### config.mk
export PLATFORM = sky130hd
export DESIGN_NAME = id_scan_arbiter
export DESIGN_NICKNAME = d
export VERILOG_FILES = /design/src/rtl/id_scan_pkg.sv /design/src/rtl/id_step.sv /design/src/rtl/id_scan_arbiter.sv
export SDC_FILE = /design/constraint.sdc
export NUM_CORES = 1
export LEC_CHECK = 0
export ABC_AREA = 1
export BUFFER_PORTS_ARGS = -buffer_cell sky130_fd_sc_hd__clkbuf_2
export CORE_ASPECT_RATIO = 2
export CORE_MARGIN = 10
export CORE_UTILIZATION = 44
export DETAILED_ROUTE_END_ITERATION = 16
export GPL_ROUTABILITY_DRIVEN = 0
export GPL_TIMING_DRIVEN = 0
export PLACE_DENSITY = 0.72
export SLEW_MARGIN = 20
export SYNTH_ARGS = -nofsm -noshare
export SYNTH_HDL_FRONTEND = slang
export SYNTH_HIERARCHICAL = 1
export SYNTH_SLANG_ARGS = --single-unit
### constraint.sdc
create_clock -name clk -period 3.3 [get_ports clk]
set_input_delay 0.165 -clock clk [delete_from_list [all_inputs] [get_ports clk]]
set_output_delay 0.165 -clock clk [all_outputs]
set_load 0.02 [all_outputs]
### src/rtl/id_scan_pkg.sv
// Shared types, character constants and character-class helpers for the id scanner.
package id_scan_pkg;

  typedef enum logic [1:0] {
    ID_IDLE  = 2'd0,
    ID_ALPHA = 2'd1,
    ID_IDNUM = 2'd2
  } id_state_t;

  localparam logic [7:0] CH_LO_A = 8'h61;
  localparam logic [7:0] CH_LO_Z = 8'h7a;
  localparam logic [7:0] CH_UP_A = 8'h41;
  localparam logic [7:0] CH_UP_Z = 8'h5a;
  localparam logic [7:0] CH_D0   = 8'h30;
  localparam logic [7:0] CH_D9   = 8'h39;

  function automatic logic is_letter(input logic [7:0] c);
    return ((c >= CH_LO_A) && (c <= CH_LO_Z)) || ((c >= CH_UP_A) && (c <= CH_UP_Z));
  endfunction

  function automatic logic is_digit(input logic [7:0] c);
    return (c >= CH_D0) && (c <= CH_D9);
  endfunction

endpackage

### src/rtl/id_step.sv
// One recognition step of letter+ digit+: next context and match flag for one char.
module id_step
  import id_scan_pkg::*;
(
  input  logic [1:0] cur_state,
  input  logic [7:0] char_in,
  output logic [1:0] next_state,
  output logic       match
);

  // Encoding 3 is never written; it falls through as IDLE.
  always_comb begin
    next_state = ID_IDLE;
    if (is_letter(char_in)) begin
      next_state = ID_ALPHA;
    end else if (is_digit(char_in) &&
                 ((cur_state == ID_ALPHA) || (cur_state == ID_IDNUM))) begin
      next_state = ID_IDNUM;
    end
    match = (next_state == ID_IDNUM);
  end

endmodule

### src/rtl/id_scan_arbiter.sv
// Round-robin arbiter sharing one id_step between NUM_SRC char streams with
// per-source saved context and a single result register.
// Optional feature: define ID_SCAN_MATCH_COUNT_EN for per-source saturating match counters.
module id_scan_arbiter
  import id_scan_pkg::*;
#(
  parameter int unsigned NUM_SRC = 4
`ifdef ID_SCAN_MATCH_COUNT_EN
  , parameter int unsigned CNT_W = 8
`endif
) (
  input  logic                       clk,
  input  logic                       reset,
  input  logic [NUM_SRC-1:0]         src_valid,
  input  logic [8*NUM_SRC-1:0]       src_char,
  input  logic [NUM_SRC-1:0]         src_clear,
  output logic [NUM_SRC-1:0]         src_ready,
  output logic                       res_valid,
  output logic [$clog2(NUM_SRC)-1:0] res_src,
  output logic                       res_match,
  input  logic                       res_ready
`ifdef ID_SCAN_MATCH_COUNT_EN
  , output logic [CNT_W*NUM_SRC-1:0] match_cnt
`endif
);

  localparam int unsigned SRC_W = $clog2(NUM_SRC);

  logic [1:0]       ctx [NUM_SRC];
  logic [SRC_W-1:0] rr_ptr;
  logic [NUM_SRC-1:0] eligible;
  logic             slot_free;
  logic             found;
  logic             accept;
  logic [SRC_W-1:0] gnt_idx;
  logic [SRC_W-1:0] gnt_next;
  int unsigned      scan_idx;
  logic [7:0]       gnt_char;
  logic [1:0]       step_next;
  logic             step_match;

  assign eligible  = src_valid & ~src_clear;
  assign slot_free = ~res_valid | res_ready;

  // Round-robin search for the first eligible source starting at rr_ptr.
  always_comb begin
    found    = 1'b0;
    gnt_idx  = '0;
    scan_idx = 0;
    for (int k = 0; k < int'(NUM_SRC); k++) begin
      scan_idx = 32'(rr_ptr) + 32'(k);
      if (scan_idx >= NUM_SRC) begin
        scan_idx = scan_idx - NUM_SRC;
      end
      if (!found && eligible[SRC_W'(scan_idx)]) begin
        found   = 1'b1;
        gnt_idx = SRC_W'(scan_idx);
      end
    end
  end

  // Grant only into a free result slot; at most one ready bit.
  always_comb begin
    accept    = found & slot_free;
    src_ready = '0;
    src_ready[gnt_idx] = accept;
    gnt_next  = (gnt_idx == SRC_W'(NUM_SRC - 1)) ? '0 : gnt_idx + SRC_W'(1);
    gnt_char  = src_char[32'(gnt_idx) * 8 +: 8];
  end

  id_step u_step (
    .cur_state  (ctx[gnt_idx]),
    .char_in    (gnt_char),
    .next_state (step_next),
    .match      (step_match)
  );

  // Result register and round-robin pointer.
  always_ff @(posedge clk) begin
    if (reset) begin
      res_valid <= 1'b0;
      res_src   <= '0;
      res_match <= 1'b0;
      rr_ptr    <= '0;
    end else if (accept) begin
      res_valid <= 1'b1;
      res_src   <= gnt_idx;
      res_match <= step_match;
      rr_ptr    <= gnt_next;
    end else if (slot_free) begin
      res_valid <= 1'b0;
    end
  end

  // Per-source contexts: clear has priority, only the granted source advances.
  always_ff @(posedge clk) begin
    for (int i = 0; i < int'(NUM_SRC); i++) begin
      if (reset || src_clear[i]) begin
        ctx[i] <= ID_IDLE;
      end else if (accept && (gnt_idx == SRC_W'(i))) begin
        ctx[i] <= step_next;
      end
    end
  end

`ifdef ID_SCAN_MATCH_COUNT_EN
  logic [CNT_W-1:0] cnt [NUM_SRC];

  // Saturating per-source match counters.
  always_ff @(posedge clk) begin
    for (int i = 0; i < int'(NUM_SRC); i++) begin
      if (reset || src_clear[i]) begin
        cnt[i] <= '0;
      end else if (accept && step_match && (gnt_idx == SRC_W'(i)) && (cnt[i] != '1)) begin
        cnt[i] <= cnt[i] + CNT_W'(1);
      end
    end
  end

  // Flatten counters onto the output bus.
  always_comb begin
    match_cnt = '0;
    for (int i = 0; i < int'(NUM_SRC); i++) begin
      match_cnt[i*CNT_W +: CNT_W] = cnt[i];
    end
  end
`endif

endmodule

**Word-level counts from Yosys, hierarchy flattened**

Memories as Yosys holds them, arrays and structs flattened.
Index checks and enable logic that the tools add are counted.

- Logic and storage cells: 120
- Register bits after elaboration: 6
- Memory bits (writable): 8
- Output and inout port bits: 8
- Latch bits: 0
- Input bits: 43
- Memories kept: 1
- Bits in read-only memories: 0

- Multiplexer cells: 51
- $lt $le $gt $ge: 16
- Add/sub/neg operators: 8
- $mul: 0
- Bitwise operators: 10
- Shifts and indexed selects: 1
- Reduce and logical (&&, ||, !) cells: 23
- Div/mod/pow operators: 0
- Equality and inequality tests: 6

Memories:

| memory | depth | width | read ports | clocked after memory_dff | write ports | line | RTL |
|---|---|---|---|---|---|---|---|
| ctx | 4 | 2 | 1 | 0 | 4 | id_scan_arbiter.sv:29 | `logic [1:0] ctx [NUM_SRC];` |

Operator list:

| operator | number |
|---|---|
| $shiftx A32 B6 Y8 | 1 |
| $mux W1 | 31 |
| $mux W2 | 15 |
| $ge A8 B7 Y1 const B | 2 |
| $le A8 B7 Y1 const B | 2 |
| $lt A2 B3 Y1 const B | 5 |
| $logic_and A1 B1 Y1 | 12 |
| $ge A3 B3 Y1 const B | 3 |
| $and A4 B4 Y4 | 2 |
| $bmux W1 S2 | 4 |
| $eq A2 B2 Y1 const B | 4 |
| $ge A8 B6 Y1 const B | 1 |
| $le A8 B6 Y1 const B | 1 |
| $sub A2 B1 Y2 const B | 4 |
| $add A2 B2 Y3 const B | 2 |
| $logic_or A1 B1 Y1 | 6 |
| $or A1 B1 Y1 | 5 |
| $eq A2 B1 Y1 const B | 2 |
| $not A4 Y4 | 1 |
| $add A2 B1 Y3 const B | 1 |
| $ge A2 B3 Y1 const B | 1 |
| $logic_not A1 Y1 | 3 |
| $add A2 B1 Y2 const B | 1 |
| $demux W1 S2 | 1 |
| 5 further kinds | 5 |

**Depth between registers and ports, before layout**

- Depth in word-level cells: 21
- Depth in mapped cells: 20
- Depth with buffers taken out: 18

**Modules after synthesis**

Netlist, hierarchy kept.

Modules (own cells, without submodules):

| module | seq. area each (µm²) | cells each | area each (µm²) | instances |
|---|---|---|---|---|
| id_scan_arbiter | 360.3 | 217 | 1,367.6 | 1 |
| id_step | 0.0 | 19 | 93.8 | 1 |

**Worst setup path after synthesis**

OpenSTA, ideal clock, no wires.

- Kind: flip-flop to flip-flop
- Start point: reg rr_ptr[0]
- End point: mem ctx[3][1], data pin
- Data required time: 3.159 ns
- Setup time: 0.141 ns
- Buffers on the path: 3
- Stages on the path, launching flop included: 19
- Slack: 1.149 ns
- Period minus slack after synthesis: 2.151 ns
- Arrival: 2.010 ns
- Cells stage by stage: dfxtp_1 -> buf_6 -> inv_4 -> nand3_1 -> nand2_1 -> inv_1 -> o21ai_1 -> nand2_1 -> nand2_1 -> buf_2 -> nand3b_1 -> nand3_1 -> nand2_1 -> nand2_1 -> nand2_1 -> nor3_1 -> buf_4 -> inv_1 -> nor2_1

RTL lines:

| what | line | RTL |
|---|---|---|
| start, declared | id_scan_arbiter.sv:30 | `logic [SRC_W-1:0] rr_ptr;` |
| start signal, assigned | id_scan_arbiter.sv:89 | `rr_ptr <= gnt_next;` |
| end, declared | id_scan_arbiter.sv:29 |  |

==> results.cfg <==
[setup_path]
cpMaxStageDelayCell = dfxtp_1
worstSetupStartpoint = rr_ptr[0]
path_common_cell = nand2_1
crit_chain = buf_6 -> inv_4 -> nand3_1 -> nand2_1 -> nor2_1 -> nand3_1 -> nand2_2 -> buf_2 -> nand3b_1 -> nand3_1 -> nand2_1 -> nand2_1 -> nand2_1 -> nor3_1 -> buf_4 -> inv_1 -> nor2_1
crit_path_end_kind = register
ff2ff_setup_slack_ns = 0.67
cp-endpoint = ctx[2][1]
timing.rr.end = ctx[2][1]
critPathKind = reg -> reg
crit_path_max_incr_delay_ns = 0.32
path_max_fanout = 10
start_kind = register
r2r_cells = 17
arrival_ns = 2.74
rr_startpoint = rr_ptr[0]
required_ns = 3.42

[timing]
clock_skew_ns = 0.00702
setup_viol = 0
tns_ns = 0
fin_ws_ns = 0.673
hold_viol = 0
period_needed_ns = 2.63
min_period_over_period = 0.796
slew_viol_final = 0
grt_setup_unrepaired = false
fmax_mhz = 381
worst_pin_slew_ns = 0.304
relSlewSlack = 0.795

[cts]
postCtsHoldBufs = 0
post_cts_resize_count = 0
htreeDepth = 1
root_buffer = clkbuf_8
clock_sinks = 14
cts_tree = yes
worstSkewPairLatency_ns = 0.25
post-cts-setup-buffers = 0
cts.path.max_buffers = 2
clkTransAtPathRegs_ns = 0.06
numCtsBuffers = 3

[routing]
drt-total-wl_um = 4460
viasPerCell = 5.27
drt_iter0_drc = 71
first_pass_iters = 4
drc = 0
wl_per_cell_um = 13.9
vias = 1691
drtAntennaViolNets = 0

[power_and_ir_drop]
swShare = 0.564
p_seq_frac = 0.142
power.density_nw_per_um2 = 1030
power_leakage_uw = 0.00100
p_sw_uw = 1050
p_comb_frac = 0.778
clkPwrFrac = 0.081
cellInternalPower_uw = 810
vdd_ir_drop_max_v = 0.000737

[yosys]
synthCells = 236
synth_flop_cell = edfxtp_1
synthesis.nets = 280
avgSynthCellArea_um2 = 6.19
synth_edf_count = 8
synth-seq-area-share = 0.247
synth.top_cell.area_share = 0.164
synth_area_um2 = 1460
synthTopCellsByArea = edfxtp_1 16%, nand2_1 15%, nand3_1 12%
synth_top_cell_by_area = edfxtp_1
synthArstFlopShare = 0
synth_warnings = 6
ys_ff_latch = 14
synth.distinct_cells = 26

[floorplan]
die-area_um2 = 6170
fp.dieH_um = 102
start_util = 0.458
rows = 29
io_pins = 51
core_um2 = 3190
die_w_um = 60.8

[run]
max-cap-violations = 0

[placed_design]
portBuffers = 50
post-place-ws_ns = 0.719
hpwl_um = 3680
placed_cells = 317
dpl_cell_area_um2 = 1750

[global_routing]
gr-total-overflow = 0
grt_use_total = 0.146
grt_pass1_vias = 1727
grt_antenna_before_repair = 0
grt_max_degree = 11
grt_first_pass_wirelength_um = 7120

[hold_path]
hold_path_class = in -> reg

[finish]
final_nets = 335
syn2layout_area_growth_pct = 22.9
fin_util = 0.562
final_cell_area_um2 = 1800
drive_above_1_share = 0.272
antenna_cells = 0
final_cell_count_no_fill = 321

[outcome]
status = completed
## cell usage in the layout (no fill, tap or decap), types with 5 or more instances in the layout
| cell | synthesis | routed |
|---|---|---|
| a21oi_1 | 5 | 5 |
| buf_2 | 5 | 5 |
| clkbuf_2 | 0 | 50 |
| dfxtp_1 | 6 | 6 |
| edfxtp_1 | 8 | 8 |
| inv_1 | 35 | 35 |
| nand2_1 | 60 | 60 |
| nand2_2 | 5 | 5 |
| nand3_1 | 36 | 36 |
| nand3b_1 | 21 | 21 |
| nor2_1 | 21 | 21 |
| o21ai_0 | 8 | 8 |
## kinds of logic after synthesis
group	count (synthesis)	share of synthesized area
buffers and inverters	49	0.155
flip-flops	14	0.247
adder cells (fa/ha/maj)	1	0.00856
AO/OA/AOI/OAI	18	0.0685
XOR/XNOR	1	0.00599
AND/OR/NAND/NOR	153	0.515
## flip-flops by register name (all words and copies together), names as in the netlist
name and flops:
ctx 8, res_src 2, rr_ptr 2, res_match 1, res_valid 1
## final cells by class
type	instances	area [µm²]
clock buffers	4	45.0
fillers	362	1400
plain buffers	10	77.6
flip-flops and latches	14	360
inverters	39	149
multi-input cells	173	875
well taps	31	38.8
repair buffers	50	250
## worst min path at each step
| stage | from | to | slack, ns | cells after the start |
|---|---|---|---|---|
| 6_report | reset | res_valid | 0.18 | 2 |
| 3_5_place_dp | reset | res_valid | 0.43 | 2 |
| 3_3_place_gp | reset | res_valid | 0.45 | 2 |
| 5_1_grt | reset | res_valid | 0.19 | 2 |
| 2_1_floorplan | reset | res_valid | 0.23 | 1 |
| 4_1_cts | reset | res_valid | 0.18 | 2 |
## power groups by stage
stage | Clock, µW | Combinational (µW) | Sequential, µW
after floorplan | 0 | 1060 | 285
after global placement | 0 | 1440 | 265
after detailed placement | 0 | 1440 | 267
after CTS | 148 | 1450 | 263
after global routing | 158 | 1600 | 270
final | 150 | 1440 | 263
## per-stage QoR
step           hold WS, ns  total power, µW
2_1_floorplan        0.234             1350
3_3_place_gp         0.446             1700
3_5_place_dp         0.434             1710
4_1_cts              0.175             1860
5_1_grt              0.186             2020
6_report             0.177             1860
## Yosys cell counts, drive strengths merged (5+ instances only)
cell and instances:
nand2 66, inv 39, nand3 38, nor2 22, nand3b 21, buf 10, o21ai 10, edfxtp 8
a21oi 7, dfxtp 6, nand4 5
## worst max-delay path: cells and delay by family, from the launching register on
family	cells	cell delay, ns
DFF	1	0.32
and+or+nand+nor	12	1.49
buffers and inverters	5	0.65
## per-layer routing
layer | routed length (µm) | track usage | vias up
li1 | - | - | 872
met1 | 1460 | 0.125 | 745
met2 | 2400 | 0.272 | 59
met3 | 383 | 0.0351 | 15
met4 | 214 | 0.104 | 0
met5 | 0 | 0 | -
Note: power is estimated with default switching activity, not from simulation.
